## src/rtl/loop_filter_pkg.sv

```systemverilog
`default_nettype none
// +----------------------------------------------------------------------+
// | loop_filter_pkg                                                      |
// | Shared types, default widths and fixed-point helpers for the PI      |
// | loop filter.                                                         |
// | Revision: 1.0                                                        |
// +----------------------------------------------------------------------+
package loop_filter_pkg;

  typedef enum logic [0:0] {
    MODE_ACQ   = 1'b0,
    MODE_TRACK = 1'b1
  } mode_t;

  localparam int DEF_DATA_WIDTH  = 16;
  localparam int DEF_COEFF_WIDTH = 16;
  localparam int DEF_ACC_WIDTH   = 40;
  localparam int DEF_CNT_WIDTH   = 16;

  // Working width for the helpers; callers must keep ACC_WIDTH+1 below this.
  localparam int CALC_WIDTH = 64;
  typedef logic signed [CALC_WIDTH-1:0] calc_t;

  function automatic calc_t sat_signed(input calc_t value, input int width);
    calc_t hi;
    calc_t lo;
    hi = (calc_t'(1) <<< (width - 1)) - calc_t'(1);
    lo = -hi - calc_t'(1);
    if (value > hi) return hi;
    if (value < lo) return lo;
    return value;
  endfunction

  // Round half up, then arithmetic shift.
  function automatic calc_t round_shift(input calc_t value, input int shift);
    return (value + (calc_t'(1) <<< (shift - 1))) >>> shift;
  endfunction

endpackage
`default_nettype wire

```

## src/rtl/pi_round_sat.sv

```systemverilog
`default_nettype none
// +----------------------------------------------------------------------+
// | pi_round_sat                                                         |
// | Rounds the PI sum back to the output Q format and clamps it.         |
// | Revision: 1.0                                                        |
// +----------------------------------------------------------------------+
module pi_round_sat
  import loop_filter_pkg::*;
#(
  parameter int DATA_WIDTH  = DEF_DATA_WIDTH,
  parameter int COEFF_WIDTH = DEF_COEFF_WIDTH,
  parameter int ACC_WIDTH   = DEF_ACC_WIDTH
) (
  input  logic signed [ACC_WIDTH:0]    i_sum,
  output logic signed [DATA_WIDTH-1:0] o_v,
  output logic                         o_sat
);

  calc_t w_wide;
  calc_t w_rnd;
  calc_t w_clip;

  always_comb begin
    w_wide = calc_t'(i_sum);
    w_rnd  = round_shift(w_wide, COEFF_WIDTH - 1);
    w_clip = sat_signed(w_rnd, DATA_WIDTH);
  end

  assign o_v   = w_clip[DATA_WIDTH-1:0];
  assign o_sat = (w_clip != w_rnd);

endmodule
`default_nettype wire

```

## src/rtl/loop_filter_pi_gear.sv

```systemverilog
`default_nettype none
// +----------------------------------------------------------------------+
// | loop_filter_pi_gear                                                  |
// | Two-stage PI timing loop filter with ACQ/TRACK gear shift, freeze,   |
// | restart, rounding and sticky saturation reporting.                   |
// | Revision: 1.0                                                        |
// +----------------------------------------------------------------------+
module loop_filter_pi_gear
  import loop_filter_pkg::*;
#(
  parameter int DATA_WIDTH  = DEF_DATA_WIDTH,
  parameter int COEFF_WIDTH = DEF_COEFF_WIDTH,
  parameter int ACC_WIDTH   = DEF_ACC_WIDTH,
  parameter int CNT_WIDTH   = DEF_CNT_WIDTH
) (
  input  logic                          clk,
  input  logic                          rst_n,
  input  logic                          i_restart,
  input  logic                          i_freeze,
  input  logic signed [COEFF_WIDTH-1:0] i_kp_acq,
  input  logic signed [COEFF_WIDTH-1:0] i_ki_acq,
  input  logic signed [COEFF_WIDTH-1:0] i_kp_trk,
  input  logic signed [COEFF_WIDTH-1:0] i_ki_trk,
  input  logic        [CNT_WIDTH-1:0]   i_acq_len,
  input  logic                          i_e_valid,
  input  logic signed [DATA_WIDTH-1:0]  i_e_in,
  output logic                          o_v_valid,
  output logic signed [DATA_WIDTH-1:0]  o_v_out,
  output logic                          o_track,
  output logic                          o_sat_flag
);

  localparam int PROD_WIDTH = DATA_WIDTH + COEFF_WIDTH;
  localparam int SUM_WIDTH  = ACC_WIDTH + 1;

  mode_t                        r_mode;
  logic [CNT_WIDTH-1:0]         r_cnt;
  logic                         r_valid1;
  logic signed [PROD_WIDTH-1:0] r_p_prod;
  logic signed [PROD_WIDTH-1:0] r_i_prod;
  logic signed [ACC_WIDTH-1:0]  r_integ;

  logic signed [COEFF_WIDTH-1:0] w_kp;
  logic signed [COEFF_WIDTH-1:0] w_ki;
  logic signed [PROD_WIDTH-1:0]  w_p_prod;
  logic signed [PROD_WIDTH-1:0]  w_i_prod;
  logic        [CNT_WIDTH:0]     w_cnt_inc;
  logic signed [SUM_WIDTH-1:0]   w_i_sum;
  calc_t                         w_i_clip;
  logic signed [ACC_WIDTH-1:0]   w_i_sat;
  logic                          w_i_ovf;
  logic signed [ACC_WIDTH-1:0]   w_i_use;
  logic signed [SUM_WIDTH-1:0]   w_sum;
  logic signed [DATA_WIDTH-1:0]  w_v;
  logic                          w_v_sat;

  // Stage 1: gains follow the mode in force when the sample is accepted.
  assign w_kp      = (r_mode == MODE_TRACK) ? i_kp_trk : i_kp_acq;
  assign w_ki      = (r_mode == MODE_TRACK) ? i_ki_trk : i_ki_acq;
  assign w_p_prod  = PROD_WIDTH'(w_kp) * PROD_WIDTH'(i_e_in);
  assign w_i_prod  = PROD_WIDTH'(w_ki) * PROD_WIDTH'(i_e_in);
  assign w_cnt_inc = {1'b0, r_cnt} + (CNT_WIDTH + 1)'(1);

  // Stage 2: the output sees the integrator already updated with this sample.
  assign w_i_sum  = SUM_WIDTH'(r_integ) + SUM_WIDTH'(r_i_prod);
  assign w_i_clip = sat_signed(calc_t'(w_i_sum), ACC_WIDTH);
  assign w_i_sat  = w_i_clip[ACC_WIDTH-1:0];
  assign w_i_ovf  = (w_i_clip != calc_t'(w_i_sum));
  assign w_i_use  = i_freeze ? r_integ : w_i_sat;
  assign w_sum    = SUM_WIDTH'(w_i_use) + SUM_WIDTH'(r_p_prod);

  pi_round_sat #(
    .DATA_WIDTH (DATA_WIDTH),
    .COEFF_WIDTH(COEFF_WIDTH),
    .ACC_WIDTH  (ACC_WIDTH)
  ) u_round (
    .i_sum(w_sum),
    .o_v  (w_v),
    .o_sat(w_v_sat)
  );

  always_ff @(posedge clk or negedge rst_n) begin
    if (!rst_n) begin
      r_mode <= MODE_ACQ;
      r_cnt  <= '0;
    end else if (i_restart) begin
      r_mode <= MODE_ACQ;
      r_cnt  <= '0;
    end else if (r_mode == MODE_ACQ) begin
      if (i_acq_len == '0) begin
        r_mode <= MODE_TRACK;
      end else if (i_e_valid) begin
        r_cnt <= w_cnt_inc[CNT_WIDTH-1:0];
        if (w_cnt_inc >= {1'b0, i_acq_len}) r_mode <= MODE_TRACK;
      end
    end
  end

  always_ff @(posedge clk or negedge rst_n) begin
    if (!rst_n) begin
      r_valid1   <= 1'b0;
      r_p_prod   <= '0;
      r_i_prod   <= '0;
      r_integ    <= '0;
      o_v_valid  <= 1'b0;
      o_v_out    <= '0;
      o_sat_flag <= 1'b0;
    end else if (i_restart) begin
      r_valid1   <= 1'b0;
      r_integ    <= '0;
      o_v_valid  <= 1'b0;
      o_sat_flag <= 1'b0;
    end else begin
      r_valid1  <= i_e_valid;
      o_v_valid <= r_valid1;
      if (i_e_valid) begin
        r_p_prod <= w_p_prod;
        r_i_prod <= w_i_prod;
      end
      if (r_valid1) begin
        if (!i_freeze) r_integ <= w_i_sat;
        o_v_out <= w_v;
        if (w_v_sat || (w_i_ovf && !i_freeze)) o_sat_flag <= 1'b1;
      end
    end
  end

  assign o_track = (r_mode == MODE_TRACK);

endmodule
`default_nettype wire

```

## config.mk

```make
export PLATFORM = sky130hd
export DESIGN_NAME = loop_filter_pi_gear
export DESIGN_NICKNAME = d
export VERILOG_FILES = /design/src/rtl/loop_filter_pkg.sv /design/src/rtl/pi_round_sat.sv /design/src/rtl/loop_filter_pi_gear.sv
export SDC_FILE = /design/constraint.sdc
export NUM_CORES = 2
export LEC_CHECK = 0
export BUFFER_PORTS_ARGS = -buffer_cell sky130_fd_sc_hd__buf_2
export CAP_MARGIN = 20
export CORE_ASPECT_RATIO = 2
export CORE_MARGIN = 2
export CORE_UTILIZATION = 45
export DETAILED_ROUTE_END_ITERATION = 10
export GPL_TIMING_DRIVEN = 0
export SYNTH_ARGS = -nofsm -noshare
export SYNTH_HDL_FRONTEND = slang
export SYNTH_SLANG_ARGS = --single-unit
```

## constraint.sdc

```tcl
create_clock -name clk -period 9.7 [get_ports clk]
set_clock_uncertainty 0.2 [all_clocks]
set_input_delay 1.455 -clock clk [delete_from_list [all_inputs] [get_ports clk]]
set_output_delay 1.455 -clock clk [all_outputs]
set_load 0.02 [all_outputs]
```

# After elaboration in Yosys (flattened, before gate mapping)
# Index checks and enable logic that the tools add are counted.
# W data, S select, Z words.
dict set report word_totals {
  ff_bits 140
  output_inout_bits 19
}
dict set report classes {
  addsub 4
  multipliers 2
  magnitude_cmp 5
  eq_ne 4
  n_mux 33
  bitwise_logic 1
  reduce_logical 11
}
# cell count
set op_table {}
lappend op_table {{$mux W64} 8}
lappend op_table {{$mux W40} 3}
lappend op_table {{$mux W16} 6}
lappend op_table {{$add A40 B32 Y41} 2}
lappend op_table {{$mul A16 B16 Y32} 2}
lappend op_table {{$ne A64 B27 Y1} 1}
lappend op_table {{$ne A64 B41 Y1} 1}
lappend op_table {{$add A41 B16 Y42 const B} 1}
lappend op_table {{$gt A41 B40 Y1 const B} 1}
lappend op_table {{$lt A41 B40 Y1 const B} 1}
lappend op_table {{$gt A27 B16 Y1 const B} 1}
lappend op_table {{$lt A27 B16 Y1 const B} 1}
lappend op_table {{$add A16 B1 Y17 const B} 1}
lappend op_table {{$ge A17 B16 Y1} 1}
lappend op_table {{$logic_not A16 Y1} 1}
lappend op_table {{$mux W1} 16}
lappend op_table {{$reduce_and A2 Y1} 3}
lappend op_table {{$reduce_bool A2 Y1} 3}
lappend op_table {{$ne A2 B2 Y1 const B} 2}
lappend op_table {{$reduce_and A3 Y1} 1}
lappend op_table {{$logic_and A1 B1 Y1} 1}
lappend op_table {{$logic_not A1 Y1} 1}
lappend op_table {{$logic_or A1 B1 Y1} 1}
lappend op_table {{$not A1 Y1} 1}

# Longest topological paths before layout
dict set report depth {
  word_depth 19
  ltp_mapped 37
}

# Cells and area by module
# Synthesis repeated with hierarchy kept, for this count alone.
dict set report unflattened {
  cells_unflattened 3577
  hier_area_um2 31275.0
}
# module instances cells_each area_per_inst_um2 seq_area_each_um2
set modules_own_cells {}
lappend modules_own_cells {loop_filter_pi_gear 1 3425 30292.8 3503.4}
lappend modules_own_cells {pi_round_sat 1 152 982.2 0.0}

# Least setup slack after synthesis
# No wires, ideal clock.
dict set report synth_timing {
  path_type {in2reg}
  from {in i_kp_trk[10]}
  to {reg r_p_prod[30]}
  arrival_ns 7.562
  t_required_ns 9.368
  path_slack_ns 1.807
  path_stages 24
  cell_sequence {mux2_2 clkbuf_1 nand2_1 fa_1 inv_1 fa_1 inv_1 fa_1 fa_1 inv_1 fa_1 inv_1 fa_1 inv_1 ha_1 a2111oi_0 o31a_1 a211oi_1 o31ai_1 o21ai_0 or4_1 a31oi_1 xor2_1 o21ai_1}
}
dict set report synth_via {
  elab_chain_len 2
}
# element line
set synth_lines {}
lappend synth_lines {{from (decl)} loop_filter_pi_gear.sv:22} ;# input logic signed [COEFF_WIDTH-1:0] i_kp_trk,
lappend synth_lines {{$mux W16} loop_filter_pi_gear.sv:58} ;# assign w_kp = (r_mode == MODE_TRACK) ? i_kp_trk : i_kp_acq;
lappend synth_lines {{$mul A16 B16 Y32} loop_filter_pi_gear.sv:60} ;# assign w_p_prod = PROD_WIDTH'(w_kp) * PROD_WIDTH'(i_e_in);
lappend synth_lines {{to (signal assigned)} loop_filter_pi_gear.sv:117} ;# r_p_prod <= w_p_prod;
lappend synth_lines {{to (decl)} loop_filter_pi_gear.sv:39} ;# logic signed [PROD_WIDTH-1:0] r_p_prod;
# Every way passes these cells.
# A chain may end at the register's enable or synchronous reset.

# Final worst setup path
dict set report layout_timing {
  from {reg r_integ[1]}
  to {reg o_v_out[6]}
}
dict set report layout_via {
  elab_chain_len 14
  elab_cells_between_ends 20
  classes_between {3 x add/sub; 4 x order compare; 13 x mux}
}
# element line
set layout_lines {}
lappend layout_lines {{from (decl)} loop_filter_pi_gear.sv:41} ;# logic signed [ACC_WIDTH-1:0] r_integ;
lappend layout_lines {{from (signal assigned)} loop_filter_pi_gear.sv:121} ;# if (!i_freeze) r_integ <= w_i_sat;
lappend layout_lines {{$add A40 B32 Y41} loop_filter_pi_gear.sv:65} ;# assign w_i_sum = SUM_WIDTH'(r_integ) + SUM_WIDTH'(r_i_prod);
lappend layout_lines {{$lt A41 B40 Y1} loop_filter_pkg.sv:30} ;# if (value < lo) return lo;
lappend layout_lines {{$mux W1 (2 in a row)} loop_filter_pkg.sv:30}
lappend layout_lines {{$mux W64} loop_filter_pkg.sv:31} ;# return value;
lappend layout_lines {{$mux W64} loop_filter_pkg.sv:30}
lappend layout_lines {{$mux W40 (*)} n/a}
lappend layout_lines {{$add A40 B32 Y41 (*)} loop_filter_pi_gear.sv:70} ;# assign w_sum = SUM_WIDTH'(w_i_use) + SUM_WIDTH'(r_p_prod);
lappend layout_lines {{$add A41 B16 Y42 (*)} loop_filter_pkg.sv:36} ;# return (value + (calc_t'(1) <<< (shift - 1))) >>> shift;
lappend layout_lines {{$lt A27 B16 Y1} loop_filter_pkg.sv:30}
lappend layout_lines {{$mux W1 (2 in a row)} loop_filter_pkg.sv:30}
lappend layout_lines {{$mux W64} loop_filter_pkg.sv:31}
lappend layout_lines {{$mux W64 (*)} loop_filter_pkg.sv:30}
lappend layout_lines {{to (signal assigned)} loop_filter_pi_gear.sv:122} ;# o_v_out <= w_v;
lappend layout_lines {{to (decl)} loop_filter_pi_gear.sv:28} ;# output logic signed [DATA_WIDTH-1:0] o_v_out,
# Mark *: on every way between the ends. The rest lies on a longest branch, timed or not. The select of a mux whose other input is x is not followed.

==> results.json <==
{
  "period_share": 0.972,
  "fin_cells": 4649,
  "yosysWarnings": 0,
  "grt.total_usage": 0.306,
  "end_kind": "flip-flop",
  "yosysSeqAreaShare": 0.111,
  "rr_endpoint": "o_v_out[6]$_DFFE_PN0P_",
  "area_growth_pct": 8.76,
  "antenna_found_initial": 1,
  "wl_per_cell_um": 23.2,
  "drtIter0Drc": 1079,
  "reg2reg_slack_ns": 0.27,
  "synth_cell_types": 88,
  "rr_worst_depth": 31,
  "clk_pin_slew_worst_paths_ns": 0.05,
  "hold_start": "o_v_out[3]$_DFFE_PN0P_",
  "pin_count": 120,
  "fp.dieH_um": 379,
  "tightest_slew_ns": 1.23,
  "ys_ff_latch": 140,
  "yosysTopAreaCell": "fa_1",
  "syn_area_um2": 31600,
  "ant_nets": 0,
  "clock_sinks": 140,
  "register_area_um2": 3500,
  "port_buffers": 118,
  "maxSlewViolCount": 0,
  "n_antenna_cell": 0,
  "critPathLaunchType": "flip-flop",
  "dp_hpwl_mm": 91.8,
  "start_util": 0.455,
  "holdBufCountCts": 0,
  "yosys.area.top_type_share": 0.332,
  "status": "finished, final reports clean",
  "multiInputGateArea_um2": 25400,
  "holdWs_ns": 0.284,
  "synthArstFlopShare": 1.00,
  "critPathSlowestCell": "a21oi_1",
  "path_class": "flip-flop to flip-flop",
  "crit_fanout": 10,
  "finalHoldViolCount": 0,
  "cts_root_buf": "clkbuf_16",
  "dp.cells": 4608,
  "insertion_delay_ns": 0.51,
  "yosysMostFrequentCell": "inv_1",
  "maxSlewHeadroom": 0.183,
  "cpPeakStageDelay_ns": 0.57,
  "period_needed_ns": 9.43,
  "nets": 4667,
  "cts_max_path_buffers": 3,
  "synthTopCellsByCount": "inv_1 (628), fa_1 (525), nand2_1 (449)",
  "drv_cap": 0,
  "cts_tree": "done",
  "drc": 0,
  "synth.avg_cell_area_um2": 8.83,
  "setup_violations": 0,
  "whs_path_depth": 1,
  "dr.pass1.iters": 8,
  "die_width_um": 191,
  "coreArea_um2": 69600,
  "drive_gt1_frac": 0.0788,
  "cts_htree_levels": 4,
  "crit_path_frequent_cell": "ha_1",
  "rows": 137,
  "cp.required_ns": 9.87,
  "hold_path.class": "flip-flop to flip-flop",
  "synth_area_leaders": "fa_1 (33%), ha_1 (12%), dfrtp_1 (11%)",
  "grt_max_degree": 79,
  "numCtsBuffers": 25,
  "syn-num-nets": 4509,
  "grt_pass1_vias": 28700,
  "final_util": 0.494,
  "overflow": 0,
  "synth_ff_type": "dfrtp_1",
  "rr_startpoint": "r_integ[1]$_DFFE_PN0P_",
  "die_area_um2": 72600,
  "fmax_mhz": 106,
  "worstPathArrival_ns": 9.60,
  "synth_edf_count": 0,
  "postSynthCellCount": 3583,
  "gp_congestion": 0.988,
  "vias": 26100,
  "viasPerCell": 5.61,
  "grt_pass1_wl_mm": 163,
  "wl_mm": 108,
  "worstHoldEndpoint": "o_v_out[3]$_DFFE_PN0P_",
  "nFillCells": 6968
}
[how the worst max path moves through the flow]
stage / start / end / slack [ns] / cells past startpoint
after floorplan: i_kp_trk[10] / r_p_prod[30]$_DFFE_PN0P_ / 1.81 / 24
after global placement: r_integ[0]$_DFFE_PN0P_ / o_v_out[4]$_DFFE_PN0P_ / -1.09 / 33
after detailed placement: r_integ[0]$_DFFE_PN0P_ / o_v_out[12]$_DFFE_PN0P_ / -1.07 / 33
after CTS: r_integ[0]$_DFFE_PN0P_ / o_v_out[6]$_DFFE_PN0P_ / 0.05 / 33
after global routing: r_integ[1]$_DFFE_PN0P_ / o_v_out[4]$_DFFE_PN0P_ / -0.02 / 31
final: r_integ[1]$_DFFE_PN0P_ / o_v_out[6]$_DFFE_PN0P_ / 0.27 / 31
[through the flow]
step | setup TNS [ns] | setup WS [ns] | area (µm²)
after floorplan | 0 | 1.81 | 31600
after global placement | -15.94 | -1.09 | 33400
after detailed placement | -15.83 | -1.07 | 33400
after CTS | 0 | 0.0531 | 34200
after global routing | -0.0792 | -0.0238 | 34400
final | 0 | 0.271 | 34400
[metal layers]
metal / wire [µm] / GRT usage
met5: 0 / 0
met4: 13900 / 0.325
met3: 3990 / 0.0362
met2: 56400 / 0.564
met1: 33400 / 0.273
[cells by family after synthesis]
group	Yosys count	synth area share
flops	140	0.111
simple gates	1081	0.166
fa+ha+maj	829	0.452
buf+inv	772	0.0918
compound gates	568	0.122
mux	72	0.0240
xor+xnor	121	0.0335
[cell usage in the layout, fill, tap and decap left out, types with 120 or more instances in the layout]
master / count
a21oi_1: 128
and2_1: 199
buf_2: 120
clkbuf_1: 126
dfrtp_1: 140
fa_1: 525
ha_1: 300
inv_1: 628
nand2_1: 449
nor2_1: 140
[registers in the layout, summed over array words and instances (netlist names)]
name / flops
r_cnt: 16
o_sat_flag: 1
r_valid1: 1
r_integ: 40
r_i_prod: 32
r_p_prod: 32
o_v_out: 16
o_v_valid: 1
o_track: 1
[area by class of cell]
class | count | share of cell area
clock buffers | 28 | 0.0191
inverters | 631 | 0.0688
clock inverters | 4 | 0.00131
repair buffers | 131 | 0.0219
plain buffers | 141 | 0.0159
multi-input cells | 2671 | 0.738
well taps | 903 | 0.0328
flip-flops and latches | 140 | 0.102
[critical path, delay by kind of cell, from the launching register on]
kind	cells	cell delay [ns]
AOI/OAI and AO/OA	15	4.74
adders and majority gates	4	1.43
buffers and inverters	2	0.59
DFF	1	0.42
and+or+nand+nor	10	1.88
[repair_timing]
item / 4_1_cts / 5_1_grt
endpoints found under the setup margin: 17 / 19
buffers inserted: 1 / 6
gates resized for setup: 22 / 28
pin swaps: 0 / 1
Power is left out: the tool's default activity adds up to more than one toggle a clock period on the data nets, which glitch-free logic cannot reach.
